--- src/rtl/cwe_pkg.sv ---
// rtl/cwe_pkg.sv - shared FSM state, parameter limits and width helper for conv_window_engine
package cwe_pkg;

  typedef enum logic [1:0] {
    ST_FILL = 2'd0,
    ST_MAC  = 2'd1,
    ST_OUT  = 2'd2
  } cwe_state_t;

  localparam int K_MIN    = 2;
  localparam int K_MAX    = 4;
  localparam int NF_MIN   = 1;
  localparam int NF_MAX   = 8;
  localparam int COLS_MIN = K_MIN;
  localparam int COLS_MAX = 64;

  // Room for K*K full-precision products without overflow.
  function automatic int cwe_aw(input int dw, input int k);
    return 2 * dw + $clog2(k * k);
  endfunction

endpackage

--- src/rtl/cwe_mac_lane.sv ---
// rtl/cwe_mac_lane.sv - one signed multiply-accumulate lane with optional ReLU on the latched result
module cwe_mac_lane
  import cwe_pkg::*;
#(
  parameter int DW = 8,
  parameter int AW = 20
) (
  input  logic                 clk,
  input  logic                 rst_n,
  input  logic                 step,
  input  logic                 clr,
  input  logic                 latch,
  input  logic                 relu,
  input  logic signed [DW-1:0] px,
  input  logic signed [DW-1:0] wt,
  output logic signed [AW-1:0] result
);

  logic signed [AW-1:0] acc;
  logic signed [AW-1:0] prod;

  assign prod = AW'(px) * AW'(wt);

  always_ff @(posedge clk or negedge rst_n) begin
    if (!rst_n) begin
      acc    <= '0;
      result <= '0;
    end else begin
      if (step) acc <= (clr ? '0 : acc) + prod;
      if (latch) result <= (relu && acc[AW-1]) ? '0 : acc;
    end
  end

endmodule

--- src/rtl/conv_window_engine.sv ---
// rtl/conv_window_engine.sv - K x K sliding window over a column stream, NF filters computed by serial MAC lanes
module conv_window_engine
  import cwe_pkg::*;
#(
  parameter int DW       = 8,
  parameter int K        = 4,
  parameter int NF       = 4,
  parameter int IMG_COLS = 16,
  localparam int AW      = cwe_aw(DW, K)
) (
  input  logic              clk,
  input  logic              rst_n,
  input  logic              in_valid,
  output logic              in_ready,
  input  logic [K*DW-1:0]   in_col,
  input  logic              w_wr,
  input  logic [2:0]        w_f,
  input  logic [3:0]        w_addr,
  input  logic [DW-1:0]     w_data,
  input  logic              relu_en,
  output logic              out_valid,
  input  logic              out_ready,
  output logic [NF*AW-1:0]  out_data,
  output logic [5:0]        out_col
);

  localparam int         KK       = K * K;
  localparam logic [4:0] KK_L     = 5'(KK);
  localparam logic [2:0] K_L      = 3'(K);
  localparam logic [2:0] KM1_L    = 3'(K - 1);
  localparam logic [3:0] NF_L     = 4'(NF);
  localparam logic [5:0] LAST_COL = 6'(IMG_COLS - 1);

  cwe_state_t           state;
  logic [2:0]           fill;
  logic [5:0]           col_cnt;
  logic [5:0]           win_col;
  logic [4:0]           idx;
  logic                 relu_q;
  logic                 strip_end;
  logic signed [DW-1:0] win [KK];
  logic signed [DW-1:0] wts [NF][KK];
  logic signed [DW-1:0] px;
  logic signed [DW-1:0] wsel [NF];
  logic signed [AW-1:0] lane_res [NF];
  logic                 accept, w_ok, step, latch, mac_clr;

  assign accept  = (state == ST_FILL) && in_valid;
  assign w_ok    = w_wr && (state == ST_FILL) && ({1'b0, w_f} < NF_L) && ({1'b0, w_addr} < KK_L);
  assign step    = (state == ST_MAC) && (idx < KK_L);
  assign latch   = (state == ST_MAC) && (idx == KK_L);
  assign mac_clr = (idx == 5'd0);

  always_comb begin
    px = '0;
    for (int j = 0; j < KK; j++) if (idx == 5'(j)) px = win[j];
  end

  always_comb begin
    for (int f = 0; f < NF; f++) begin
      wsel[f] = '0;
      for (int j = 0; j < KK; j++) if (idx == 5'(j)) wsel[f] = wts[f][j];
    end
  end

  always_ff @(posedge clk or negedge rst_n) begin
    if (!rst_n) begin
      for (int f = 0; f < NF; f++)
        for (int j = 0; j < KK; j++) wts[f][j] <= '0;
    end else if (w_ok) begin
      for (int f = 0; f < NF; f++)
        for (int j = 0; j < KK; j++)
          if (w_f == 3'(f) && w_addr == 4'(j)) wts[f][j] <= w_data;
    end
  end

  // Window entry r*K+c; column 0 is oldest, new column lands in column K-1.
  always_ff @(posedge clk or negedge rst_n) begin
    if (!rst_n) begin
      for (int j = 0; j < KK; j++) win[j] <= '0;
    end else if (accept) begin
      for (int r = 0; r < K; r++) begin
        for (int c = 0; c < K - 1; c++) win[r*K+c] <= win[r*K+c+1];
        win[r*K+K-1] <= in_col[r*DW +: DW];
      end
    end
  end

  always_ff @(posedge clk or negedge rst_n) begin
    if (!rst_n) begin
      state     <= ST_FILL;
      fill      <= '0;
      col_cnt   <= '0;
      win_col   <= '0;
      idx       <= '0;
      relu_q    <= 1'b0;
      strip_end <= 1'b0;
      in_ready  <= 1'b1;
      out_valid <= 1'b0;
      out_col   <= '0;
    end else begin
      case (state)
        ST_FILL: if (accept) begin
          col_cnt <= (col_cnt == LAST_COL) ? 6'd0 : col_cnt + 6'd1;
          if (fill != K_L) fill <= fill + 3'd1;
          if (fill >= KM1_L) begin
            state     <= ST_MAC;
            in_ready  <= 1'b0;
            idx       <= '0;
            relu_q    <= relu_en;
            win_col   <= col_cnt;
            strip_end <= (col_cnt == LAST_COL);
          end
        end
        // Steps 0..KK-1 accumulate; the extra step KK latches the lane results.
        ST_MAC: begin
          idx <= idx + 5'd1;
          if (latch) begin
            state     <= ST_OUT;
            out_valid <= 1'b1;
            out_col   <= win_col;
          end
        end
        ST_OUT: if (out_ready) begin
          state     <= ST_FILL;
          out_valid <= 1'b0;
          in_ready  <= 1'b1;
          if (strip_end) fill <= '0;
        end
        default: state <= ST_FILL;
      endcase
    end
  end

  for (genvar f = 0; f < NF; f++) begin : g_lane
    cwe_mac_lane #(.DW(DW), .AW(AW)) u_lane (
      .clk    (clk),
      .rst_n  (rst_n),
      .step   (step),
      .clr    (mac_clr),
      .latch  (latch),
      .relu   (relu_q),
      .px     (px),
      .wt     (wsel[f]),
      .result (lane_res[f])
    );
    assign out_data[f*AW +: AW] = lane_res[f];
  end

endmodule

--- config.mk ---
export PLATFORM = sky130hd
export DESIGN_NAME = conv_window_engine
export DESIGN_NICKNAME = d
export VERILOG_FILES = /design/src/rtl/cwe_pkg.sv /design/src/rtl/cwe_mac_lane.sv /design/src/rtl/conv_window_engine.sv
export SDC_FILE = /design/constraint.sdc
export NUM_CORES = 2
export LEC_CHECK = 0
export ABC_AREA = 1
export CELL_PAD_IN_SITES_DETAIL_PLACEMENT = 1
export CELL_PAD_IN_SITES_GLOBAL_PLACEMENT = 1
export CORE_MARGIN = 2
export CORE_UTILIZATION = 53
export CTS_BUF_LIST = sky130_fd_sc_hd__clkbuf_8
export DETAILED_ROUTE_END_ITERATION = 12
export DONT_BUFFER_PORTS = 1
export GPL_ROUTABILITY_DRIVEN = 0
export GPL_TIMING_DRIVEN = 0
export HOLD_SLACK_MARGIN = 0.02
export PLACE_DENSITY_LB_ADDON = 0.1
export SYNTH_ARGS = -nofsm -noshare
export SYNTH_HDL_FRONTEND = slang
export SYNTH_SLANG_ARGS = --single-unit
export TNS_END_PERCENT = 100
--- constraint.sdc ---
create_clock -name clk -period 11.94 [get_ports clk]
set_input_delay 1.791 -clock clk [delete_from_list [all_inputs] [get_ports clk]]
set_output_delay 1.791 -clock clk [all_outputs]
set_load 0.03 [all_outputs]
Word-level counts from Yosys, hierarchy flattened
Index checks and enable logic that the tools add are counted.
{"block": "classes", "muxes": 109, "order_cmp": 3, "n_eq_ne": 44, "reduce_logical": 152, "addsub": 7, "multipliers": 4}
{"operator": "8-bit 2-to-1 mux", "count": 80}
{"operator": "20-bit 2-to-1 mux", "count": 8}
{"operator": "2-bit AND reduction", "count": 66}
{"operator": "20-bit adder", "count": 4}
{"operator": "1-bit logical AND", "count": 73}
{"operator": "8-bit by 8-bit multiplier with 16-bit output", "count": 4}
{"operator": "5-bit by 4-bit equality test with 1-bit output, second input constant", "count": 8}
{"operator": "4-bit equality test, second input constant", "count": 8}
{"operator": "5-bit by 3-bit equality test with 1-bit output, second input constant", "count": 4}
{"operator": "4-bit by 3-bit equality test with 1-bit output, second input constant", "count": 4}
{"operator": "3-bit 2-to-1 mux", "count": 4}
{"operator": "5-bit by 2-bit equality test with 1-bit output, second input constant", "count": 2}
{"operator": "5-bit 2-to-1 mux", "count": 2}
{"operator": "5-bit case mux with 2 select lines", "count": 1}
{"operator": "3-bit AND reduction", "count": 3}
{"operator": "4-bit by 2-bit equality test with 1-bit output, second input constant", "count": 2}
{"operator": "2-bit 2-to-1 mux", "count": 4}
{"operator": "4-bit AND reduction", "count": 2}
{"operator": "6-bit by 1-bit adder with 6-bit output, second input constant", "count": 1}
{"operator": "3-bit by 2-bit equality test with 1-bit output, second input constant", "count": 2}
{"operator": "6-bit by 4-bit equality test with 1-bit output, second input constant", "count": 1}
{"operator": "6-bit 2-to-1 mux", "count": 1}
{"operator": "2-bit by 1-bit != test with 1-bit output, second input constant", "count": 3}
{"operator": "2-bit != test, second input constant", "count": 3}
{"operator": "other kinds (22)", "count": 29}
{"block": "word_totals", "out_inout_bits": 88, "word_cells": 417, "input_bits": 53, "regBits": 832}

Logic depth before layout (Yosys ltp)
{"block": "depth", "depth_word": 19, "depth_mapped": 58}

Cells and area by module
From an unflattened synthesis, not the netlist that was laid out.
{"block": "hier_totals", "cells_unflattened": 7200, "area_unflattened_um2": 53642.7}
{"mod": "conv_window_engine", "instances": 1, "seq_area_each_um2": 16817.4, "cells_each": 4250, "area_per_inst_um2": 32050.7}
{"mod": "cwe_mac_lane at g_lane[3].u_lane", "instances": 1, "seq_area_each_um2": 1001.0, "cells_each": 734, "area_per_inst_um2": 5403.9}
{"mod": "cwe_mac_lane at g_lane[2].u_lane", "instances": 1, "seq_area_each_um2": 1001.0, "cells_each": 736, "area_per_inst_um2": 5398.9}
{"mod": "cwe_mac_lane at g_lane[0].u_lane", "instances": 1, "seq_area_each_um2": 1001.0, "cells_each": 748, "area_per_inst_um2": 5397.7}
{"mod": "cwe_mac_lane at g_lane[1].u_lane", "instances": 1, "seq_area_each_um2": 1001.0, "cells_each": 732, "area_per_inst_um2": 5391.4}

Worst setup path before layout
No wires, ideal clock.
{"block": "synth_timing", "kind": "register -> register", "start": "register idx[1]", "end": "register g_lane[3].u_lane.acc[18]", "period_less_slack_ps": 7307, "path_slack_ps": 4633, "path_buffers": 3, "required_ps": 11810, "arrival_time_ps": 7177, "stages_incl_launch_ff": 54, "cell_sequence": "dfrtp_1 inv_1 ha_1 buf_4 inv_1 nor2_4 nand2_1 buf_2 o21ai_0 inv_1 nand2_1 nand2_1 nand2_1 nand3_1 nand2_1 nand2_1 nand2_1 nand2_1 [... 18 more ...] a21oi_1 nor2_1 nor2_1 o21bai_1 xor2_1 inv_1 ha_1 nand2_1 nor3_1 nand2_1 o21ai_0 nand2_1 a21oi_1 nand3_1 nand2_1 nand2_1 nand3_1 o21ai_0"}
{"block": "synth_via", "elab_chain_cells": 19}
{"element": "start: declaration", "line_no": "conv_window_engine.sv:38", "rtl": "logic [4:0] idx;"}
{"element": "start signal: assignment", "line_no": "conv_window_engine.sv:117", "rtl": "idx <= idx + 5'd1;"}
{"element": "5-bit logical NOT", "line_no": "conv_window_engine.sv:52, conv_window_engine.sv:56, conv_window_engine.sv:62"}
{"element": "8-bit 2-to-1 mux, on equally long branches (16 in a row)", "line_no": "conv_window_engine.sv:56, conv_window_engine.sv:62"}
{"element": "8-bit by 8-bit multiplier with 16-bit output", "line_no": "cwe_mac_lane.sv:22", "rtl": "assign prod = AW'(px) * AW'(wt);"}
{"element": "20-bit adder", "line_no": "cwe_mac_lane.sv:29", "rtl": "if (step) acc <= (clr ? '0 : acc) + prod;"}
{"element": "end signal: assignment", "line_no": "cwe_mac_lane.sv:29"}
{"element": "end: declaration", "line_no": "cwe_mac_lane.sv:19", "rtl": "logic signed [AW-1:0] acc;"}
Several ways; a longest one is shown, not always the timed one.
A chain may end at the register's enable or synchronous reset.

Final worst setup path
{"block": "layout_timing", "start": "register idx[0]", "end": "register g_lane[2].u_lane.acc[18]"}
{"block": "layout_via", "elab_chain_cells": 19}
{"element": "5-bit logical NOT", "line_no": "conv_window_engine.sv:52, conv_window_engine.sv:56, conv_window_engine.sv:62"}
{"element": "8-bit 2-to-1 mux, on equally long branches (16 in a row)", "line_no": "conv_window_engine.sv:56, conv_window_engine.sv:62"}
{"element": "8-bit by 8-bit multiplier with 16-bit output", "line_no": "cwe_mac_lane.sv:22"}
{"element": "20-bit adder", "line_no": "cwe_mac_lane.sv:29"}
{"element": "end signal: assignment", "line_no": "cwe_mac_lane.sv:29"}
{"element": "end: declaration", "line_no": "cwe_mac_lane.sv:19"}
Several ways; a longest one is shown, not always the timed one.

==> impl_results.md <==
* Final routed DRC violation total at 0
* Slew at the pin closest to its max-slew limit at 1662 ps
* Number of H-tree branching levels at 4
* Portion of netlist area occupied by mux cells at 0%
* Total detailed-routing wirelength at between 150 and 200 mm
* Floorplan die area at 100100 um2
* Crit path buffers/inverters at 8
* Via density per instance at 5.768
* Dpl hpwl at 143.4 mm
* Commonest cells after routing, fill and taps aside: 2116 x sky130_fd_sc_hd__nand2_1, 939 x sky130_fd_sc_hd__inv_1, 928 x sky130_fd_sc_hd__o21ai_0
* Initial antenna violation count at 10
* Largest net degree at the start of global routing at about 830
* Adder-cell share of the synthesized area at 13.69%
* Die height at 316.4 um
* Net count after synthesis at 7212
* Biggest fanout along the worst timing path at 10
* Post-cts repair resize count at 0
* Failing checks: max-slew violations
* Simple-gate area share of the yosys netlist at 22.94%
* Count of buffers from port buffering at 0
* Sequential element share of the synthesized area at 40.25%
* Status: complete, but fails checks
* Post-synth EDFFs at 0
* Type of the setup path with the least slack: flop to flop
* Final critical-path required period at 10110 ps
* Dominant synthesized flop cell: sky130_fd_sc_hd__dfrtp_1
* Max-capacitance violation count at 0
* Share of flip-flops with an asynchronous set or reset after synthesis at 100.0%
* Setup TNS at 0 ps
* Standard cell with the maximum stage delay on the critical path: sky130_fd_sc_hd__fa_1
* Clock root buffer master: sky130_fd_sc_hd__clkbuf_8
* Max incr delay on CP at 800 ps
* Data arrival, critical path at 10810 ps
* Number of instances in the synthesized netlist at 6730
* Cell area after synthesis at 51730 um2
* Final Max Slew Viols at 233
* Post-CTS setup buffer count at 0
* Layout overhead on the synthesized area at 9.293%
* Setup repair after global routing missed its margin: no
* Chip width at 316.4 um
* Syn avg cell area at 7.686 um2
* Clock buffer count from CTS at 150
* CP Capture Type: flop
* Nature of the critical path startpoint: flop
* Clk pin slew, worst setup/hold paths at 60 ps
* Number of hold violations in the final report at 0
* Number of sinks driven by the clock tree at 832
* Via total after detailed routing at 47780
* Global route total overflow at 0
* Synthesis warning total at 0
* Final period utilization at 84.64%
* Initial cell density of the core at 53.49%
* Insertion delay of the later-clocked pin in the worst-skew pair at 890 ps
* Maximum clock skew at final layout at approximately 57 ps
* Hold Path Class: flop to flop
* Number of placement rows at 114
* Kind of cell with the highest combined delay on the critical path: simple AND/OR/NAND/NOR gates
* Detail Route Antenna Nets at 0
* Total I/O pin count at 141
* Iteration-0 DRC Markers at 3874
* GR Util All Layers at about two fifths
* Worst rel slew slack at -10.82%
* Global-route wire length before repair at 292.0 mm
* Number of buffers added to fix hold violations after cts at 0
* Fraction of layout cells with a size suffix above 1 at 5.974%
* Cell variety after synth at 50
* Compound-gate portion of the synthesized area at 11.66%
* CTS max path bufs at 3
* Number of endpoints failing setup at the final stage at 0
* Number of global-route vias before repair at 50260
* Average wire per cell in the routed design at 23.10 um
* Detailed-router iteration count before antenna repair at 5
* Combinational family with the most area after synthesis: simple AND/OR/NAND/NOR gates
* Post-synthesis xor/xnor area fraction at 2.184%
* #FFs+latches synth at between 800 and 900
* Worst EP required at 12640 ps
* Maximum operating frequency at 0.09895 GHz
* Most common cell after layout, fill and taps aside: sky130_fd_sc_hd__nand2_1
* Clock tree from TritonCTS: yes
* Floorplan core area at ~97000 um2
* Flop2flop setup slack at 1830 ps
* Cell repeated most along the worst path: sky130_fd_sc_hd__nand2_1
* Layout Nets at 7368
* Number of filler instances in the final layout at about 12000
registers in the layout, summed over array words and instances, names as in the netlist:
register,flops
win,128
fill,3
g_lane.u_lane.result,80
in_ready,1
strip_end,1
idx,5
relu_q,1
col_cnt,6
out_col,6
state,2
win_col,6
out_valid,1
g_lane.u_lane.acc,80
wts,512
worst reg2reg max path, delay by kind of cell (launching register included):
family / cells / cell delay [ps]
AND/OR/NAND/NOR: 25 / 3600
adder cells (fa/ha/maj): 7 / 3230
buffers and inverters: 8 / 1760
AO/OA/AOI/OAI: 3 / 780
flip-flops: 1 / 450
XOR/XNOR: 1 / 140
routing by layer:
metal	track usage [%]	vias up	share of wire, %
met4	22.46	0	6.4
li1	-	21340	-
met2	63.58	1837	47
met3	6.972	613	7.3
met5	0	-	0
met1	47.22	23990	39
kinds of logic (layout without fill, tap and decap cells):
kind of cell | after synthesis | after routing
XOR/XNOR | 129 | 129
buffers and inverters | 1239 | 1506
flip-flops | 832 | 832
AO/OA/AOI/OAI | 1157 | 1157
AND/OR/NAND/NOR | 2944 | 2944
adder cells (fa/ha/maj) | 429 | 429
other | 0 | 11
cells in the mapped netlist (9+ instances only):
master                     instances  area [um2]
sky130_fd_sc_hd__nand2_2           9       56.30
sky130_fd_sc_hd__xor2_1           80       700.7
sky130_fd_sc_hd__nor3_1           20       100.1
sky130_fd_sc_hd__o22ai_1          12       75.07
sky130_fd_sc_hd__o21ai_0         928        4644
sky130_fd_sc_hd__buf_4            16       120.1
sky130_fd_sc_hd__fa_1            228        4564
sky130_fd_sc_hd__inv_1           889        3337
sky130_fd_sc_hd__nand4_1           9       56.30
sky130_fd_sc_hd__a21oi_1         140       700.7
sky130_fd_sc_hd__nand3b_1         14       105.1
sky130_fd_sc_hd__nand3_1         329        1647
sky130_fd_sc_hd__or2_2            70       437.9
sky130_fd_sc_hd__buf_2            54       270.3
sky130_fd_sc_hd__ha_1            201        2515
sky130_fd_sc_hd__nand2_1        2116        7943
sky130_fd_sc_hd__nor2_1          354        1329
sky130_fd_sc_hd__dfrtp_1         831       20790
sky130_fd_sc_hd__xnor2_1          49       429.2
sky130_fd_sc_hd__clkbuf_1        246       923.4
sky130_fd_sc_hd__o211ai_1         17       127.6
sky130_fd_sc_hd__o21bai_1          9       67.56
sky130_fd_sc_hd__inv_2            19       71.32
final timing paths:
check                                                       end  depth (start not counted)              startpoint
hold / removal                           out_col[2]$_DFFE_PN0P_                          2  win_col[2]$_DFFE_PN0P_
hold reg to reg                          out_col[2]$_DFFE_PN0P_                          2  win_col[2]$_DFFE_PN0P_
setup reg to reg           g_lane[2].u_lane.acc[18]$_DFFE_PN0P_                         44      idx[0]$_DFFE_PN0P_
setup / recovery           g_lane[2].u_lane.acc[18]$_DFFE_PN0P_                         44      idx[0]$_DFFE_PN0P_
min in group asynchronous                  state[1]$_DFFE_PN0P_                          0                   rst_n
max in group asynchronous                  wts[173]$_DFFE_PN0P_                          3                   rst_n
stage by stage:
step           cells  utilization (%)  hold slack [ps]  worst slack, ps  area, um2
2_1_floorplan   6730                -            442.2             4633      51730
3_3_place_gp    8006            55.14            453.1             2308      53320
3_5_place_dp    8006            55.14            461.0             2129      53320
4_1_cts         8269            58.32            470.7             2039      56400
5_1_grt         8281            58.45            497.2             1345      56530
6_report        8284            58.46            472.9             1834      56540
area by class of cell:
class                   count  area [um2]  share of cell area [%]
diodes                     11       27.53                 0.04869
plain buffers             323        1363                   2.410
clock buffers             198        2725                   4.820
clock inverters            65       347.8                  0.6152
inverters                 916        3438                   6.082
multi-input cells        4659       26110                   46.18
flip-flops and latches    832       20820                   36.83
well taps                1276        1597                   2.824
repair buffers              4       110.1                  0.1948
Power is left out: the tool's default activity adds up to more than one toggle a clock period on the data nets, which glitch-free logic cannot reach.
